===== src/rtl/pipe_pkg.sv =====
// Shared constants, types and helpers for the pipelined operand-select mux.
package pipe_pkg;

    localparam int unsigned DEF_WIDTH    = 32;
    localparam int unsigned DEPTH_MAX    = 4;
    localparam int unsigned N_INPUTS_MIN = 2;
    localparam int unsigned N_INPUTS_MAX = 16;

    // Minimum select width able to address n inputs.
    function automatic int unsigned SEL_W_OF(input int unsigned n);
        return (n < 2) ? 1 : $clog2(n);
    endfunction

    // One pipeline slice; the flattened stage vectors in the RTL use this bit order.
    typedef struct packed {
        logic                 valid;
        logic                 squash;
        logic [DEF_WIDTH-1:0] data;
    } stage_t;

endpackage


===== src/rtl/pipe_stage_reg.sv =====
// Single pipeline slice: {valid, squash, data} register with stall hold and flush invalidate.
module pipe_stage_reg
    import pipe_pkg::*;
#(
    parameter int unsigned WIDTH = DEF_WIDTH
) (
    input  logic             clk,
    input  logic             rst_n,
    input  logic             stall,
    input  logic             flush,
    input  logic [WIDTH+1:0] up,
    output logic [WIDTH+1:0] q
);

    // Flush beats stall; flush clears only the control bits and leaves data alone.
    always_ff @(posedge clk or negedge rst_n) begin
        if (!rst_n) begin
            q <= '0;
        end else if (flush) begin
            q <= {2'b00, q[WIDTH-1:0]};
        end else if (!stall) begin
            q <= up;
        end
    end

endmodule


===== src/rtl/pipe_select_mux.sv =====
// N:1 operand-select mux with X/bad-select squash, feeding a DEPTH-stage stall/flush
// pipeline, plus a sticky saturating count of squashed accepted beats.
module pipe_select_mux
    import pipe_pkg::*;
#(
    parameter int unsigned WIDTH    = DEF_WIDTH,
    parameter int unsigned N_INPUTS = 4,
    parameter int unsigned SEL_W    = 2,
    parameter int unsigned DEPTH    = 1,
    parameter int unsigned CNT_W    = 8
) (
    input  logic                      clk,
    input  logic                      rst_n,
    input  logic                      in_valid,
    input  logic [SEL_W-1:0]          sel,
    input  logic [N_INPUTS*WIDTH-1:0] data_in,
    input  logic                      stall,
    input  logic                      flush,
    input  logic                      cnt_clr,
    output logic                      out_valid,
    output logic [WIDTH-1:0]          out_data,
    output logic                      out_squash,
    output logic [CNT_W-1:0]          err_count
);

    localparam int unsigned STAGE_W = WIDTH + 2;

    logic [WIDTH-1:0] pick_c;
    logic             bad_sel_c;
    logic             squash_c;
    logic [WIDTH-1:0] mux_data_c;
    logic             accept_c;

    logic [DEPTH:0][STAGE_W-1:0] chain;

    // Only the addressed input is copied, so X on unselected inputs never reaches the checks.
    always_comb begin
        pick_c     = '0;
        bad_sel_c  = 1'b0;
        squash_c   = 1'b0;
        mux_data_c = '0;

        for (int unsigned k = 0; k < N_INPUTS; k++) begin
            if (32'(sel) == 32'(k)) begin
                pick_c = data_in[k*WIDTH +: WIDTH];
            end
        end

        bad_sel_c = (32'(sel) >= N_INPUTS);
        squash_c  = bad_sel_c;
`ifndef SYNTHESIS
        if ($isunknown(sel) || $isunknown(pick_c)) begin
            squash_c = 1'b1;
        end
`endif
        mux_data_c = squash_c ? '0 : pick_c;
    end

    assign accept_c = in_valid & ~stall & ~flush;

    // Bubbles travel with squash forced low so out_squash only ever marks real beats.
    assign chain[0] = {in_valid, in_valid & squash_c, mux_data_c};

    for (genvar i = 0; i < DEPTH; i++) begin : g_stage
        pipe_stage_reg #(
            .WIDTH (WIDTH)
        ) u_stage (
            .clk   (clk),
            .rst_n (rst_n),
            .stall (stall),
            .flush (flush),
            .up    (chain[i]),
            .q     (chain[i+1])
        );
    end

    assign out_valid  = chain[DEPTH][WIDTH+1];
    assign out_squash = chain[DEPTH][WIDTH];
    assign out_data   = chain[DEPTH][WIDTH-1:0];

    // Clear wins over a coincident squash; the count sticks at all-ones.
    always_ff @(posedge clk or negedge rst_n) begin
        if (!rst_n) begin
            err_count <= '0;
        end else if (cnt_clr) begin
            err_count <= '0;
        end else if (accept_c && squash_c && (err_count != {CNT_W{1'b1}})) begin
            err_count <= err_count + CNT_W'(1);
        end
    end

endmodule


===== config.mk =====
export PLATFORM = sky130hd
export DESIGN_NAME = pipe_select_mux
export DESIGN_NICKNAME = d
export VERILOG_FILES = /design/src/rtl/pipe_pkg.sv /design/src/rtl/pipe_stage_reg.sv /design/src/rtl/pipe_select_mux.sv
export SDC_FILE = /design/constraint.sdc
export NUM_CORES = 1
export LEC_CHECK = 0
export CORE_MARGIN = 3
export CORE_UTILIZATION = 34
export DETAILED_ROUTE_END_ITERATION = 7
export HOLD_SLACK_MARGIN = 0.06
export PLACE_DENSITY_LB_ADDON = 0.15
export SYNTH_ARGS = -nofsm -noshare
export SYNTH_HDL_FRONTEND = slang
export SYNTH_SLANG_ARGS = --single-unit

===== constraint.sdc =====
create_clock -name clk -period 0.9 [get_ports clk]
set_input_delay 0.18 -clock clk [delete_from_list [all_inputs] [get_ports clk]]
set_output_delay 0.18 -clock clk [all_outputs]
set_load 0.1 [all_outputs]

==> results of run 1 <==
synthesized netlist by cell type (all sizes together):
master and instances:
mux2i 65, or3b 1, nor2 1, conb 1, or3 1, dfrtp 33, o221ai 32, o21ai 32
clkbuf 4, buf 26
cell usage in the layout (no fill, tap or decap), drive strengths merged:
cell           instances
clkdlybuf4s50        129
o221ai                32
clkinv                 1
mux2i                 65
or3                    1
buf                   59
nor2                   1
dlygate4sd3            1
or3b                   1
conb                   9
dfrtp                 33
o21ai                 32
clkbuf                 7
area by class of cell:
class                   instances  area share [%]
clock buffers                   7            2.05
clock inverters                 1           0.107
multi-input cells             141            29.0
flip-flops and latches         33            18.6
well taps                      77            2.05
repair buffers                189            48.2
routing by layer:
metal / global-route usage [%] / part of all wire (%) / vias to the layer above
li1: - / - / 1101
met1: 22.7 / 36 / 1076
met2: 34.9 / 52 / 110
met3: 7.19 / 11 / 11
met4: 5.55 / 1.5 / 0
met5: 0 / 0 / -
stage by stage:
stage	instance area, sq um	setup TNS [ns]
global placement	4470	-23.70
global route	4690	-6.58
CTS	4750	-6.60
floorplan	2470	-5.08
detailed placement	4470	-24.25
finish	4690	-5.58
path summary, 6_finish.rpt:
| kind | startpoint | end | depth (start not counted) |
|---|---|---|---|
| worst min register to register | g_stage[0].u_stage.q[19] | g_stage[0].u_stage.q[19] | 2 |
| max in group asynchronous | rst_n | g_stage[0].u_stage.q[25] | 3 |
| worst max-delay path | g_stage[0].u_stage.q[33] | out_valid | 1 |
| worst max register to register | g_stage[0].u_stage.q[2] | g_stage[0].u_stage.q[2] | 2 |
| worst min-delay path | flush | g_stage[0].u_stage.q[33] | 3 |
| min in group asynchronous | rst_n | g_stage[0].u_stage.q[0] | 3 |
power by group:
group | total, mW | switching (mW) | internal, mW | leakage, nW
combinational | 4.42 | 2.58 | 1.84 | 1.51
clock | 1.24 | 0.548 | 0.691 | 0.0542
sequential | 2.02 | 0.257 | 1.76 | 0.371
total | 7.68 | 3.38 | 4.30 | 1.93
repair_timing:
item                                   4_1_cts  5_1_grt
pin swaps                                    4        5
hold buffers                                 1        0
setup endpoints to repair                   66       65
gates resized for setup                     34        4
gates cloned                                 2        0
setup buffers                                5        2
endpoints found under the hold margin       33        0
logic make-up (layout without fill, tap and decap cells):
kind of cell | after synthesis | after routing | share of synthesized area [%]
muxes | 65 | 65 | 27.7
AOI/OAI and AO/OA | 64 | 64 | 26.7
DFF | 33 | 33 | 35.1
buffers and inverters | 30 | 197 | 9.57
and+or+nand+nor | 3 | 3 | 0.798
other | 1 | 9 | 0.159
==> results by group, run 1 <==
Status
  • Outcome: finished with violations
  • Failing checks: setup timing

Die
  • Die X-Extent: 89.2 um
  • Number of top-level pins: 178
  • Initial Util: 36.0%
  • Die height: 89.2 um
  • Core box area: approximately 0.0065 sq mm
  • Die area: just under 0.008 sq mm
  • Rows: 29

Routing
  • Antenna-violating nets left: 0
  • DR DRC count: 0
  • Pre-Repair DR Iteration Count: 4
  • Routed length per instance: 17.7 um
  • Vias/cell: 5.13
  • Via Count: 2,298
  • 1st-iter DRT viols: 59
  • Final WL: between 7000 and 8000 um

Critical path
  • Required @ worst endpoint: 0.72 ns
  • Worst Path Arrival: between 0.9 and 1 ns
  • Startpoint Class: flop
  • R2R setup slack: 0.07 ns
  • CP top delay family: flip-flops
  • Crit-path slowest cell: dfrtp_4
  • Crit-path max cell delay: 0.50 ns
  • Max Fanout on Critical Path: 2
  • Critical path class: reg -> out
  • Critical path capture point type: output pin
  • Buf+Inv Stages, Crit Path: 1
  • Worst-path cell chain: buf_12

Global route
  • GR Util All Layers: 19.9%
  • Largest net degree at the start of global routing: 34
  • Number of global-route vias before repair: 2,446
  • First-pass GRT wire length: 12,100 um
  • Grt ovf: 0
  • Antenna violations before repair: 0

Layout
  • Final-layout fill cell count: 496
  • N_diodes: 0
  • Share of post-route cells with drive strength above 1: 36.1%
  • Reg area: 872 sq um
  • Non-Filler Instances: 448
  • Area grow syn2layout: 99.5%
  • Multi-input gate area: roughly 0.0014 sq mm
  • Most flops, register: g_stage.u_stage.q
  • Biggest regs: g_stage.u_stage.q: 33 flops
  • Max reg flops: 33
  • Nets: between 500 and 600
  • Final core utilization: 71.9%

Clock tree
  • Total CTS buffers: 5
  • Clk Latency, worst-skew pair: roughly 0.28 ns
  • Clock sinks: 33
  • CTS Root Cell: clkbuf_8
  • H-tree depth: 2
  • CTS tree: done
  • CTS clk-pin slew, worst paths: 0.07 ns
  • CTS Buffer Depth: 2

Synthesis
  • YS warnings: 0
  • Sequential area share after synthesis: 35.1%
  • Flops & latches, synth: 33
  • Cell count after synthesis: 196
  • Cell taking the most area after synthesis: dfrtp_1
  • Distinct cells, synth: 14
  • Synth top area cells: dfrtp_1, mux2i_1, o221ai_2
  • Synth top area share: around a third
  • Post-Syn Area: 0.00235 sq mm
  • Synthesized area per cell: 12.0 sq um

Timing
  • Clock Skew: 0 ns
  • Final hold vios: 0
  • Final Max Slew Viols: 0
  • Fmax: slightly below 900 MHz
  • Tcrit/Tclk final: 127%
  • Final worst slack: -0.239 ns
  • Setup violators final: 33
  • Crit path time final: ~1.1 ns
  • WHS: 0.325 ns
  • Unrepaired setup endpoints after global routing: true

Placed design
  • Hpwl dp: 6350 um
  • Pre-CTS WS: -0.806 ns
  • Placed cell count: 434
  • I/O Buffers: 167
  • GP Congestion: 0.685

Power and ir drop
  • Total power: between 7 and 8 mW
  • Pwr/cell area: 1640 mW/mm^2
  • P_leak: 1.93 nW
  • Max IR drop VDD: 1.06 mV

Worst hold path
  • Min-delay worst type: in -> reg

Run
  • Max-cap violation count: 0
Note: power is estimated with default switching activity, not from simulation.
==> run 2: changes to the inputs <==
- MAX_ROUTING_LAYER: unset -> met4
==> run 2 against run 1 <==
The run still ends with setup timing left. Non-clock buffer count is the same. Sequential power barely moved. Worst hold slack better by 0.0033 ns. Largest cell class unchanged.
==> results by group, run 2 (synthesis results as in run 1) <==
Status
  • Outcome: finished with violations
  • Failing checks: setup timing

Placed design
  • I/O Buffers: 167
  • GP Congestion: 0.692
  • Placed cell count: 434
  • Pre-CTS WS: -0.806 ns
  • DP Area: around 0.0045 sq mm
  • Hpwl dp: between 6000 and 7000 um

Critical path
  • Required @ worst endpoint: ~0.72 ns
  • Startpoint Class: flop
  • Critical path class: reg -> out
  • Critical path capture point type: output pin
  • Buf+Inv Stages, Crit Path: 1
  • WP depth: 1
  • Crit-path max cell delay: between 0.4 and 0.5 ns
  • Max Fanout on Critical Path: 2
  • Crit-path slowest cell: dfrtp_4
  • Worst Path Arrival: 0.96 ns
  • Worst-path cell chain: buf_12
  • Worst Reg-to-Reg Cells: 2
  • CP top delay family: flip-flops

Die
  • Die height: a little under 90 um
  • Rows: 29
  • Core box area: 0.00653 sq mm
  • Initial Util: 36.0%
  • Die area: 0.00795 sq mm
  • Die X-Extent: 89.2 um
  • Number of top-level pins: 178

Global route
  • Antenna violations before repair: 0
  • Largest net degree at the start of global routing: 34
  • First-pass GRT wire length: around 12,000 um
  • GR Util All Layers: 20.5%
  • Number of global-route vias before repair: 2,449
  • Grt ovf: 0

Routing
  • DR DRC count: 0
  • 1st-iter DRT viols: 69
  • Via Count: approximately 2,300
  • Pre-Repair DR Iteration Count: 4
  • Routed length per instance: 17.7 um
  • Antenna-violating nets left: 0
  • Final WL: 7930 um
  • Vias/cell: 5.14

Layout
  • Nets: 506
  • Final-layout fill cell count: 496
  • Biggest regs: g_stage.u_stage.q: 33 flops
  • Max reg flops: 33
  • Final core utilization: 71.9%
  • Area grow syn2layout: 99.5%
  • Share of post-route cells with drive strength above 1: 36.1%
  • Commonest cells after routing, fill and taps aside: clkdlybuf4s50_1, mux2i_1, buf_12
  • Commonest non-fill, non-tap cell in the layout: clkdlybuf4s50_1
  • Most flops, register: g_stage.u_stage.q
  • Non-Filler Instances: 448
  • N_diodes: 0
  • Design Area, Final: 0.00469 sq mm

Power and ir drop
  • Max IR drop VDD: 1.06 mV
  • Internal: 4.30 mW
  • P_leak: 1.93 nW
  • Sw Pwr: 3.38 mW
  • Total power: about 7.7 mW
  • Clock power frac: 16.1%
  • Flop pwr share: 26.3%
  • Combinational share of power: 57.6%
  • Pwr/cell area: 1640 mW/mm^2
  • Sw Share: between 40% and 50%

Timing
  • Tcrit/Tclk final: 126%
  • Fmax: 879 MHz
  • Clock Skew: 0 ns
  • Final setup TNS: -5.60 ns
  • WHS: 0.329 ns
  • Unrepaired setup endpoints after global routing: true
  • Final hold vios: 0
  • Final worst slack: -0.238 ns
  • Final Max Slew Viols: 0
  • Setup violators final: 33
  • Crit path time final: approximately 1.1 ns

Clock tree
  • H-tree depth: 2
  • Total CTS buffers: 5
  • Clock sinks: 33
  • CTS tree: done
  • CTS Root Cell: clkbuf_8
  • Clk Latency, worst-skew pair: roughly 0.28 ns
  • CTS Buffer Depth: 2
  • CTS clk-pin slew, worst paths: 0.07 ns

Worst hold path
  • Hold path cells: 3
  • Min-delay worst type: in -> reg

Run
  • Max-cap violation count: 0
[run 2: path summary, 6_finish.rpt]
path	end	from	slack, ns
min reg2reg	g_stage[0].u_stage.q[19]	g_stage[0].u_stage.q[19]	0.58
max reg2reg	g_stage[0].u_stage.q[2]	g_stage[0].u_stage.q[2]	0.07
max	out_valid	g_stage[0].u_stage.q[33]	-0.24
min	g_stage[0].u_stage.q[33]	flush	0.33
min in group asynchronous	g_stage[0].u_stage.q[16]	rst_n	0.38
max in group asynchronous	g_stage[0].u_stage.q[25]	rst_n	0.33
[run 2: final cells by class]
| type | count | area, sq um | area share [%] |
|---|---|---|---|
| flip-flops and latches | 33 | 872 | 18.6 |
| well taps | 77 | 96.3 | 2.05 |
| multi-input cells | 141 | 1360 | 29.0 |
| repair buffers | 189 | 2260 | 48.2 |
| clock buffers | 7 | 96.3 | 2.05 |
| clock inverters | 1 | 5.00 | 0.107 |
[run 2: power by group through the flow]
stage / registers, mW / logic (mW) / clock network, mW
finish: 2.02 / 4.42 / 1.24
global route: 2.05 / 4.57 / 1.36
CTS: 2.02 / 4.47 / 1.27
detailed placement: 2.04 / 4.39 / 0
global placement: 2.05 / 4.35 / 0
floorplan: 3.60 / 0.919 / 0
[run 2: repair_timing]
item / 4_1_cts / 5_1_grt
resized for setup: 34 / 4
hold endpoints to repair: 33 / 0
setup buffers: 5 / 2
hold buffers: 1 / 0
pin swaps: 4 / 5
setup endpoints to repair: 66 / 65
gates cloned: 2 / 0
[run 2: layer usage]
metal / up-vias / global-route usage (%) / wire, um
met2: 111 / 35.1 / 4110
met1: 1082 / 23.5 / 2970
met5: - / - / 0
met3: 9 / 5.62 / 743
met4: 0 / 5.55 / 107
li1: 1100 / - / -
[run 2: worst min-delay path, stage by stage]
cell    delay, ns
buf_8        0.08
buf_4        0.24
nor2_1       0.08
==> run 3: changes to the inputs <==
--- a/config.mk
+++ b/config.mk
@@ -10,5 +10,6 @@
 export DETAILED_ROUTE_END_ITERATION = 7
-export HOLD_SLACK_MARGIN = 0.06
+export HOLD_SLACK_MARGIN = 0.08
 export MAX_ROUTING_LAYER = met4
 export PLACE_DENSITY_LB_ADDON = 0.15
+export SLEW_MARGIN = 20
 export SYNTH_ARGS = -nofsm -noshare
==> constraint.sdc (replaced) <==
create_clock -name clk -period 0.9 [get_ports clk]
set_input_delay 0.135 -clock clk [delete_from_list [all_inputs] [get_ports clk]]
set_output_delay 0.135 -clock clk [all_outputs]
set_load 0.1 [all_outputs]
==> run 3 against run 2 <==
The run still ends with setup timing left. Clock power down 10%. Sequential cell count unchanged. Critical path depth unchanged. Sequential share of layout area down 0.23 points. Via count up 1.5%. Total power down 0.82%. Worst setup slack better by 0.067 ns. Design area up 1.5%. Non-clock buffer count down 1. Clock skew unchanged. Sequential power about the same.
==> results by group, run 3 (synthesis results as in run 1) <==
Timing
  • Tcrit/Tclk final: 119%
  • Setup violators final: 58
  • Unrepaired setup endpoints after global routing: true
  • Fmax: 934 MHz
  • Clock Skew: 0 ns
  • Final hold vios: 0
  • Final worst slack: -0.171 ns
  • WHS: approximately 0.11 ns
  • Final Max Slew Viols: 0
  • Crit path time final: 1.07 ns

Run
  • Max-cap violation count: 0

Routing
  • DR DRC count: 0
  • Routed length per instance: 18.4 um
  • Final WL: 8190 um
  • Pre-Repair DR Iteration Count: 4
  • Antenna-violating nets left: 0
  • Via Count: 2,336
  • Vias/cell: 5.24
  • 1st-iter DRT viols: 39

Global route
  • GR Util All Layers: around a fifth
  • Grt ovf: 0
  • Number of global-route vias before repair: 2,411
  • Largest net degree at the start of global routing: 34
  • First-pass GRT wire length: 12,000 um
  • Antenna violations before repair: 0

Placed design
  • DP Area: 0.00448 sq mm
  • GP Congestion: 0.730
  • I/O Buffers: 167
  • Hpwl dp: 6150 um
  • Placed cell count: 430

Layout
  • Nets: 505
  • Commonest cells after routing, fill and taps aside: clkdlybuf4s50_1, mux2i_1, buf_12
  • Design Area, Final: 0.00476 sq mm
  • Area grow syn2layout: 103%
  • Most flops, register: g_stage.u_stage.q
  • Final-layout fill cell count: 487
  • Share of post-route cells with drive strength above 1: 35.5%
  • Max reg flops: 33
  • Commonest non-fill, non-tap cell in the layout: clkdlybuf4s50_1
  • Non-Filler Instances: 446
  • N_diodes: 0
  • Biggest regs: g_stage.u_stage.q: 33 flops

Clock tree
  • CTS tree: done
  • CTS clk-pin slew, worst paths: about 0.070 ns
  • CTS Buffer Depth: 2
  • Total CTS buffers: 5
  • CTS Root Cell: clkbuf_8
  • Clk Latency, worst-skew pair: 0.27 ns
  • H-tree depth: 2
  • Clock sinks: 33

Critical path
  • Crit-path max cell delay: 0.49 ns
  • Required @ worst endpoint: 0.76 ns
  • Startpoint Class: flop
  • CP top delay family: flip-flops
  • Critical path class: reg -> out
  • Buf+Inv Stages, Crit Path: 1
  • Worst Path Arrival: 0.94 ns
  • Worst-path cell chain: buf_12
  • Crit-path slowest cell: dfrtp_4
  • Max Fanout on Critical Path: 2
  • Critical path capture point type: output pin

Power and ir drop
  • Max IR drop VDD: 0.875 mV
  • Total power: about 7.6 mW
  • P_leak: 1.96 nW
  • Pwr/cell area: 1600 mW/mm^2

Die
  • Die area: 0.00795 sq mm
  • Die X-Extent: 89.2 um
  • Core box area: 0.00653 sq mm
  • Initial Util: 36.0%
  • Number of top-level pins: ~180
  • Die height: a little under 90 um
  • Rows: 29

Worst hold path
  • Min-delay worst type: in -> reg

Status
  • Failing checks: setup timing
  • Outcome: finished with violations
run 3: cell count changes in the layout (fill, tap and decap cells not counted):
cell | before | now
buf_6 | 5 | 0
buf_16 | 0 | 4
buf_4 | 11 | 9
o21ai_0 | 30 | 28
o21ai_1 | 2 | 4
buf_12 | 39 | 40
clkbuf_1 | 0 | 1
clkbuf_16 | 0 | 1
clkbuf_8 | 7 | 6
clkinv_2 | 1 | 0
dfrtp_2 | 31 | 30
dfrtp_4 | 2 | 3
run 3: path summary, 6_finish.rpt:
kind / slack [ns] / from / depth (start not counted) / endpoint
min in group asynchronous: 0.35 / rst_n / 3 / g_stage[0].u_stage.q[28]
worst max register to register: 0.01 / g_stage[0].u_stage.q[29] / 3 / g_stage[0].u_stage.q[29]
worst min register to register: 0.58 / g_stage[0].u_stage.q[2] / 2 / g_stage[0].u_stage.q[2]
worst min-delay path: 0.11 / flush / 3 / g_stage[0].u_stage.q[33]
max in group asynchronous: 0.35 / rst_n / 3 / g_stage[0].u_stage.q[33]
worst max-delay path: -0.17 / g_stage[0].u_stage.q[33] / 1 / out_valid
run 3: final cells by class:
| cell class | count | area (sq um) | share of cell area (%) |
|---|---|---|---|
| clock buffer | 7 | 86.3 | 1.81 |
| tap | 77 | 96.3 | 2.02 |
| multi-input combinational | 141 | 1360 | 28.6 |
| sequential | 33 | 875 | 18.4 |
| timing repair buffer | 188 | 2340 | 49.2 |
run 3: routing by layer:
layer	GRT usage (%)	up-vias	part of all wire (%)
met4	5.82	0	2.0
met1	22.6	1123	38
met2	36.4	102	53
li1	-	1099	-
met3	4.33	12	7.2
met5	-	-	0
run 3: power by group:
part,internal [mW],switching (mW)
Clock,0.607,0.501
Combinational,1.88,2.60
Sequential,1.77,0.253
Total,4.26,3.36
run 3: per-stage QoR:
stage | setup TNS, ns | util [%] | worst slack, ns
finish | -3.81 | 73.0 | -0.171
global route | -5.15 | 73.0 | -0.193
CTS | -3.99 | 72.3 | -0.183
detailed placement | -22.89 | 68.5 | -0.744
global placement | -22.48 | 68.5 | -0.735
floorplan | -3.68 | - | -0.118
run 3: repair_timing:
item / in CTS / in global routing
hold endpoints to repair: 33 / 0
hold buffers: 1 / 0
gates cloned: 4 / 1
endpoints found under the setup margin: 65 / 60
setup buffers: 3 / 0
pin swaps: 3 / 4
resized for setup: 26 / 4
